==> src/rtl/vec_popcnt.sv <==
// vec_popcnt: population count of beat-aligned fingerprint vectors.
// Two-stage pipeline (beat count -> accumulate) with full backpressure.
//
// Ports:
//   clk, rst             clock, synchronous active-high reset
//   up_Vector/VecID      input beat and vector ID (ID taken on beat 0)
//   up_Valid/Last/Ready  input handshake; Last marks end of stream
//   dn_Cnt/VecID         per-vector popcount and its ID
//   dn_Valid/Last/Ready  output handshake; Last marks final vector
//
// Build option: define VEC_POPCNT_TAIL_MASK_EN to zero the padding bits
// of the final beat before counting.
module vec_popcnt #(
  parameter int BUS_WIDTH    = 128,
  parameter int VECTOR_WIDTH = 920,
  parameter int VEC_ID_WIDTH = 8,
  parameter int CNT_WIDTH    = 11
) (
  input  logic                    clk,
  input  logic                    rst,
  input  logic [BUS_WIDTH-1:0]    up_Vector,
  input  logic [VEC_ID_WIDTH-1:0] up_VecID,
  input  logic                    up_Valid,
  input  logic                    up_Last,
  output logic                    up_Ready,
  output logic [CNT_WIDTH-1:0]    dn_Cnt,
  output logic [VEC_ID_WIDTH-1:0] dn_VecID,
  output logic                    dn_Valid,
  output logic                    dn_Last,
  input  logic                    dn_Ready
);

  localparam int BEATS =
    (VECTOR_WIDTH + BUS_WIDTH - 1) / BUS_WIDTH;
  localparam int BCW = $clog2(BUS_WIDTH + 1);
  localparam int IDXW =
    (BEATS > 1) ? $clog2(BEATS) : 1;
  localparam logic [IDXW-1:0] LAST_IDX =
    IDXW'(BEATS - 1);

`ifdef VEC_POPCNT_TAIL_MASK_EN
  localparam int TAIL_BITS =
    VECTOR_WIDTH - (BEATS - 1) * BUS_WIDTH;
  localparam logic [BUS_WIDTH-1:0] ONES = '1;
  localparam logic [BUS_WIDTH-1:0] TAIL_MASK =
    ONES >> (BUS_WIDTH - TAIL_BITS);
`endif

  typedef struct packed {
    logic                    vld;
    logic                    first;
    logic                    fin;
    logic                    last;
    logic [VEC_ID_WIDTH-1:0] id;
    logic [BCW-1:0]          cnt;
  } s1_t;

  function automatic logic [BCW-1:0] popcnt(
    input logic [BUS_WIDTH-1:0] v
  );
    logic [BCW-1:0] s;
    s = '0;
    for (int i = 0; i < BUS_WIDTH; i++) begin
      s = s + BCW'(v[i]);
    end
    return s;
  endfunction

  logic [IDXW-1:0]         idx_q, idx_d;
  logic [VEC_ID_WIDTH-1:0] vid_q, vid_d;
  s1_t                     s1_q, s1_d;
  logic [CNT_WIDTH-1:0]    acc_q, acc_d;
  logic [CNT_WIDTH-1:0]    cnt_q, cnt_d;
  logic [VEC_ID_WIDTH-1:0] oid_q, oid_d;
  logic                    olast_q, olast_d;
  logic                    ovld_q, ovld_d;

  logic                    stall;
  logic                    accept;
  logic                    is_first;
  logic                    is_final;
  logic [BUS_WIDTH-1:0]    beat_m;
  logic [BCW-1:0]          beat_cnt;
  logic [CNT_WIDTH-1:0]    cnt_ext;
  logic [CNT_WIDTH-1:0]    vec_sum;

  assign stall    = ovld_q && !dn_Ready;
  assign up_Ready = !rst && !stall;
  assign accept   = up_Valid && up_Ready;
  assign is_first = (idx_q == '0);
  // Early up_Last closes the vector on any beat.
  assign is_final = (idx_q == LAST_IDX) || up_Last;

  always_comb begin
    beat_m = up_Vector;
`ifdef VEC_POPCNT_TAIL_MASK_EN
    if (idx_q == LAST_IDX) begin
      beat_m = up_Vector & TAIL_MASK;
    end
`endif
  end

  assign beat_cnt = popcnt(beat_m);
  assign cnt_ext  = CNT_WIDTH'(s1_q.cnt);
  assign vec_sum  =
    (s1_q.first ? '0 : acc_q) + cnt_ext;

  // Beat index and captured ID.
  always_comb begin
    idx_d = idx_q;
    vid_d = vid_q;
    unique case (1'b1)
      (accept && is_final):  idx_d = '0;
      (accept && !is_final): idx_d = idx_q + IDXW'(1);
      default:               idx_d = idx_q;
    endcase
    if (accept && is_first) begin
      vid_d = up_VecID;
    end
  end

  // Stage 1: per-beat count and flags.
  always_comb begin
    s1_d = s1_q;
    if (!stall) begin
      s1_d.vld = accept;
      if (accept) begin
        s1_d.first = is_first;
        s1_d.fin   = is_final;
        s1_d.last  = up_Last;
        s1_d.id    = is_first ? up_VecID : vid_q;
        s1_d.cnt   = beat_cnt;
      end
    end
  end

  // Stage 2: accumulator and output register.
  always_comb begin
    acc_d   = acc_q;
    cnt_d   = cnt_q;
    oid_d   = oid_q;
    olast_d = olast_q;
    ovld_d  = ovld_q;
    if (!stall) begin
      if (s1_q.vld) begin
        acc_d = s1_q.first ? cnt_ext : acc_q + cnt_ext;
      end
      // Not stalled: any pending result is consumed this edge.
      unique case (1'b1)
        (s1_q.vld && s1_q.fin): begin
          cnt_d   = vec_sum;
          oid_d   = s1_q.id;
          olast_d = s1_q.last;
          ovld_d  = 1'b1;
        end
        default: ovld_d = 1'b0;
      endcase
    end
  end

  always_ff @(posedge clk) begin
    if (rst) begin
      idx_q   <= '0;
      vid_q   <= '0;
      s1_q    <= '0;
      acc_q   <= '0;
      cnt_q   <= '0;
      oid_q   <= '0;
      olast_q <= 1'b0;
      ovld_q  <= 1'b0;
    end else begin
      idx_q   <= idx_d;
      vid_q   <= vid_d;
      s1_q    <= s1_d;
      acc_q   <= acc_d;
      cnt_q   <= cnt_d;
      oid_q   <= oid_d;
      olast_q <= olast_d;
      ovld_q  <= ovld_d;
    end
  end

  assign dn_Cnt   = cnt_q;
  assign dn_VecID = oid_q;
  assign dn_Last  = olast_q;
  assign dn_Valid = ovld_q;

endmodule

==> config.mk <==
export PLATFORM = sky130hd
export DESIGN_NAME = vec_popcnt
export DESIGN_NICKNAME = d
export VERILOG_FILES = /design/src/rtl/vec_popcnt.sv
export SDC_FILE = /design/constraint.sdc
export NUM_CORES = 1
export LEC_CHECK = 0
export CORE_MARGIN = 4
export CORE_UTILIZATION = 42
export DETAILED_ROUTE_END_ITERATION = 6
export HOLD_SLACK_MARGIN = 0.15
export PLACE_DENSITY = 0.67
export SLEW_MARGIN = 15
export SYNTH_ARGS = -nofsm -noshare
export SYNTH_HDL_FRONTEND = slang
export SYNTH_SLANG_ARGS = --single-unit
==> constraint.sdc <==
create_clock -name clk -period 18.1 [get_ports clk]
set_input_delay 3.62 -clock clk [delete_from_list [all_inputs] [get_ports clk]]
set_output_delay 3.62 -clock clk [all_outputs]
set_load 0.01 [all_outputs]
==> results of run 1 <==
[worst max-delay path, cell delays in order]
cell and delay (ns):
clkdlybuf4s50_1 0.43, fa_1 0.55, inv_1 0.06, fa_1 0.41, fa_1 0.51, fa_1 0.53, fa_1 0.53, fa_1 0.53
fa_1 0.52, fa_1 0.51, fa_1 0.52, fa_1 0.62, inv_1 0.06, ha_1 0.29, a21o_1 0.17, a21oi_1 0.24
o21ai_0 0.12, a211o_1 0.32, a32o_1 0.22
[kinds of logic after synthesis]
kind of cell	after synthesis
AOI/OAI and AO/OA	104
xor gates and xnor gates	12
adders and majority gates	161
buffers and inverters	186
DFF	63
muxes	23
and+or+nand+nor	141
[flip-flops by register name, summed over array words and instances, names as in the netlist]
| register | flops |
|---|---|
| acc_q | 11 |
| cnt_ext | 8 |
| dn_Cnt | 11 |
| dn_Last | 1 |
| dn_Valid | 1 |
| dn_VecID | 8 |
| idx_q | 3 |
| s1_q | 12 |
| vid_q | 8 |
[cell usage in the layout (no fill, tap or decap), types with 3 or more instances in the layout]
cell / count
inv_1: 163
clkdlybuf4s50_1: 162
fa_1: 117
dfxtp_1: 63
nand2_1: 53
ha_1: 44
nor2_1: 38
a21oi_1: 34
mux2i_1: 23
o21ai_0: 20
a211oi_1: 16
nor2b_1: 14
nand3_1: 11
clkbuf_16: 9
xnor2_1: 7
nor3_1: 5
xor2_1: 5
nand2b_1: 4
and2_1: 4
and3_1: 4
a21o_1: 4
nor3b_1: 3
[per-layer routing]
metal,wire length (microns),track usage [%]
met1,5590,19.2
met2,7380,29.8
met3,882,3.80
met4,299,5.37
met5,0,0
[path summary, 6_finish.rpt]
path            endpoint  depth (start not counted)  slack, ns
max           cnt_ext[5]                         19       7.56
min          dn_VecID[1]                          2       0.44
max reg2reg    dn_Cnt[9]                         10      15.05
min reg2reg  dn_VecID[1]                          2       0.44
[metrics by stage]
stage                     instance area [sq um]  util, %  instances  setup slack (ns)  hold slack [ns]
after floorplan                            6540        -        690              7.97            0.432
after global placement                     8350     54.7       1043              7.31            0.440
after detailed placement                   8350     54.7       1043              7.16            0.445
after CTS                                  8650     56.7       1059              7.50            0.448
after global routing                       8650     56.7       1059              7.27            0.465
final                                      8650     56.7       1059              7.56            0.444
[final cells by class]
type | instances | share of cell area, %
Clock buffer | 10 | 2.65
Clock inverter | 6 | 0.796
Inverter | 164 | 7.12
Multi-Input combinational cell | 441 | 52.9
Sequential cell | 63 | 14.6
Tap cell | 211 | 3.05
Timing Repair Buffer | 164 | 18.9
==> impl_metrics.py, run 1 <==
metrics = {
    "placed_design": {
        "place_congestion": 0.864,
        "dp_hpwl_microns": 12400,
        "portBuffers": 162,
    },
    "route": {
        "ant_nets": 0,
        "num_vias": 5040,
        "firstDrtPassIters": 4,
        "drc_errors": 0,
        "drt_iter0_drc": 167,
        "drt-vias-per-instance": 4.76,
        "post_drt_wl_per_cell_microns": 13.4,
        "routed_wl_microns": 14200,
    },
    "timing": {
        "max_slew_margin_pct": 38.5,
        "finalHoldViolations": 0,
        "fin_skew_ns": 0.00536,
        "setup_viol": 0,
        "fmax_mhz": 94.9,
        "fin_crit_ns": 10.54,
        "tightest_slew_ns": 0.921,
        "finalCritPeriodShare_pct": 58.2,
        "rsz0062_at_grt": "false",
        "drv_slew": 0,
        "fin_setup_tns_ns": 0,
    },
    "clock_network": {
        "post_cts_resized": 0,
        "insertion_delay_ns": 0.32,
        "post_cts_buffers": 0,
        "cts_tree": "built",
        "root_buffer": "clkbuf_16",
        "cts_htree_levels": 3,
        "cts-hold-fix-buffers": 0,
        "cts.clk_slew.worst_paths_ns": 0.06,
        "ctsLongestPathBuffers": 2,
        "clkSinkCount": 63,
        "cts_buffers": 9,
    },
    "die": {
        "die-area_sq_um": 17600,
        "num_rows": 45,
        "initial_core_util_pct": 42.9,
        "fp.dieH_microns": 133,
        "io_pins": 163,
        "die_w_microns": 133,
        "core_area_sq_um": 15300,
    },
    "yosys": {
        "yosysSeqAreaShare_pct": 19.3,
        "yosys_warnings": 0,
        "synthArstFlopShare_pct": 0,
        "yosys.area_share.simple_pct": 9.79,
        "ys_top_cells_by_area": "fa_1 36%, dfxtp_1 19%, inv_1 9.4%, ha_1 8.4%, mux2i_1 3.5%",
        "synth_compound_gate_area_share_pct": 10.8,
        "synthTopCellsByCount": "163 x inv_1, 117 x fa_1, 63 x dfxtp_1",
        "avgSynthCellArea_sq_um": 9.48,
        "yosysMostFrequentCell": "inv_1",
        "syn_area_sq_um": 6540,
        "synth-seq-cells": 63,
        "synth_nets": 992,
        "netlist_instances": 690,
        "yosys.area_share.xor_xnor_pct": 1.61,
        "synth_cell_types": 51,
        "synth_edf_count": 0,
        "synth_top_cell_by_area": "fa_1",
        "synth_top_flop_cell": "dfxtp_1",
        "synth.mux.area_fraction_pct": 3.52,
        "synth_top_area_share_pct": 35.8,
        "synth_adder_area_share_pct": 44.2,
        "synth_top_family_by_area": "adder cells",
    },
    "worst_setup_path": {
        "end_kind": "register",
        "crit_path_start": "up_Vector[0]",
        "critPathKind": "input pin to register",
        "cp-start-kind": "input pin",
        "required_ns": 18.31,
        "worstPathArrival_ns": 10.75,
        "rr_startpoint": "s1_q[18]",
        "cp_max_fo": 3,
    },
    "global_routing": {
        "grt_max_degree": 51,
        "grt_overflow": 0,
        "grt_pass1_wl_microns": 24000,
        "grt_util_all_layers_pct": 16.5,
        "antenna_found_initial": 0,
        "grt_pass1_vias": 5386,
    },
    "final_layout": {
        "multi_input_area_sq_um": 4570,
        "insertedDiodeCount": 0,
        "nFillCells": 1362,
        "drive_gt1_share_pct": 3.07,
        "regArea_sq_um": 1260,
        "area_growth_pct": 32.2,
        "nNetsFinal": 1145,
    },
    "outcome": {
        "status": "finished, final reports clean",
    },
    "min_path": {
        "hold_class": "register to register",
        "hold_start": "s1_q[9]",
    },
    "flow_run": {
        "maxCapViolations": 0,
    },
}
Power of run 1 is not shown: default switching activity piles up to over one toggle a cycle in this logic, so the estimate is an artifact.
==> inputs of run 2 (changes only) <==
PLACE_DENSITY = 0.7   (was 0.67)
clock period = 8.5 ns   (was 18.1 ns; I/O delays follow)
==> impl_metrics.py, run 2 (same netlist as run 1, synthesis figures left out) <==
metrics = {
    "outcome": {
        "status": "finished, final reports clean",
    },
    "route": {
        "drt_iter0_drc": 164,
        "drt-vias-per-instance": 4.65,
        "firstDrtPassIters": 4,
        "post_drt_wl_per_cell_microns": 13.0,
        "ant_nets": 0,
        "drc_errors": 0,
        "routed_wl_microns": 13900,
        "num_vias": 4948,
    },
    "final_layout": {
        "postLayoutCellArea_sq_um": 8780,
        "layout_commonest_cell": "inv_1",
        "final_cell_mix": "159 x inv_1, 153 x clkdlybuf4s50_1, 114 x fa_1",
        "nNetsFinal": 1151,
        "nFillCells": 1358,
        "insertedDiodeCount": 0,
        "regMostFlops": "s1_q",
        "largest_register_ffs": 12,
        "drive_gt1_share_pct": 5.39,
        "area_growth_pct": 34.1,
    },
    "global_routing": {
        "grt_max_degree": 51,
        "grt_pass1_vias": 5267,
        "grt_util_all_layers_pct": 16.3,
        "grt_pass1_wl_microns": 23800,
        "antenna_found_initial": 0,
        "grt_overflow": 0,
    },
    "clock_network": {
        "cts.clk_slew.worst_paths_ns": 0.05,
        "cts_tree": "built",
        "root_buffer": "clkbuf_16",
        "insertion_delay_ns": 0.33,
        "post_cts_buffers": 0,
        "cts_htree_levels": 3,
        "ctsLongestPathBuffers": 2,
        "cts-hold-fix-buffers": 0,
        "cts_buffers": 9,
        "clkSinkCount": 63,
    },
    "worst_setup_path": {
        "worstPathArrival_ns": 8.54,
        "required_ns": 8.72,
        "cp_max_fo": 3,
        "critPathKind": "input pin to register",
        "end_kind": "register",
        "cp-start-kind": "input pin",
    },
    "die": {
        "die_w_microns": 133,
        "num_rows": 45,
        "initial_core_util_pct": 42.9,
        "io_pins": 163,
        "die-area_sq_um": 17600,
        "fp.dieH_microns": 133,
        "core_area_sq_um": 15300,
    },
    "placed_design": {
        "placed_area_sq_um": 8400,
        "dp_hpwl_microns": 11900,
        "portBuffers": 162,
        "place_congestion": 0.825,
    },
    "min_path": {
        "hold_class": "register to register",
    },
    "timing": {
        "finalHoldViolations": 0,
        "fin_crit_ns": 8.32,
        "setup_viol": 0,
        "fin_skew_ns": 0.00767,
        "tightest_slew_ns": 0.971,
        "max_slew_margin_pct": 35.1,
        "fmax_mhz": 120,
        "rsz0062_at_grt": "true",
        "drv_slew": 0,
        "finalCritPeriodShare_pct": 97.8,
    },
    "flow_run": {
        "maxCapViolations": 0,
    },
}
## run 2: cell count changes in the layout (fill, tap and decap cells not counted), sizes merged
cell | before | now
dlymetal6s2s | 0 | 9
bufinv | 1 | 2
buf | 2 | 8
clkdlybuf4s50 | 162 | 153
clkinvlp | 1 | 0
## run 2: what timing repair did
item / CTS / global route
setup endpoints to repair: 4 / 5
pin swaps: 1 / 18
resized for setup: 2 / 24
## run 2: layout make-up
class | instances | area [sq um] | area share, %
well taps | 211 | 264 | 3.01
repair buffers | 170 | 1700 | 19.4
multi-input cells | 441 | 4600 | 52.4
clock buffers | 10 | 239 | 2.72
inverters | 164 | 616 | 7.01
clock inverters | 6 | 91.3 | 1.04
flip-flops and latches | 63 | 1260 | 14.4
## run 2: stage by stage
| stage | util (%) | setup slack (ns) | hold WS [ns] | setup TNS [ns] | std cells |
|---|---|---|---|---|---|
| floorplan | - | 0.289 | 0.432 | 0 | 690 |
| global placement | 55.0 | -0.322 | 0.438 | -1.43 | 1049 |
| detailed placement | 55.0 | -0.418 | 0.446 | -2.05 | 1049 |
| CTS | 57.2 | 0.0255 | 0.453 | 0 | 1065 |
| global route | 57.5 | -0.0318 | 0.473 | -0.0797 | 1065 |
| finish | 57.5 | 0.183 | 0.449 | 0 | 1065 |
## run 2: path summary, 6_finish.rpt
check	slack, ns	endpoint	from	cells past startpoint
hold reg to reg	0.45	dn_Cnt[4]	dn_Cnt[4]	2
hold / removal	0.45	dn_Cnt[4]	dn_Cnt[4]	2
setup / recovery	0.18	cnt_ext[5]	up_Vector[45]	19
setup reg to reg	5.52	dn_Cnt[9]	s1_q[18]	10
## run 2: metal layers
layer	global-route usage [%]	routed length, microns
met5	0	0
met4	4.91	244
met3	3.95	987
met2	28.7	7040
met1	19.8	5600
## run 2: critical path, cell delays in order
cell and delay, ns:
clkdlybuf4s50_1 0.47, inv_2 0.04, fa_1 0.45, fa_1 0.43, fa_1 0.51, fa_1 0.57, fa_1 0.46, fa_1 0.61
fa_1 0.46, fa_1 0.53, fa_1 0.44, fa_1 0.57, inv_1 0.05, ha_1 0.29, a21o_1 0.19, a21oi_2 0.17
o21ai_0 0.10, a211o_1 0.29, a32o_1 0.19
Power of run 2 is left out for the same reason.
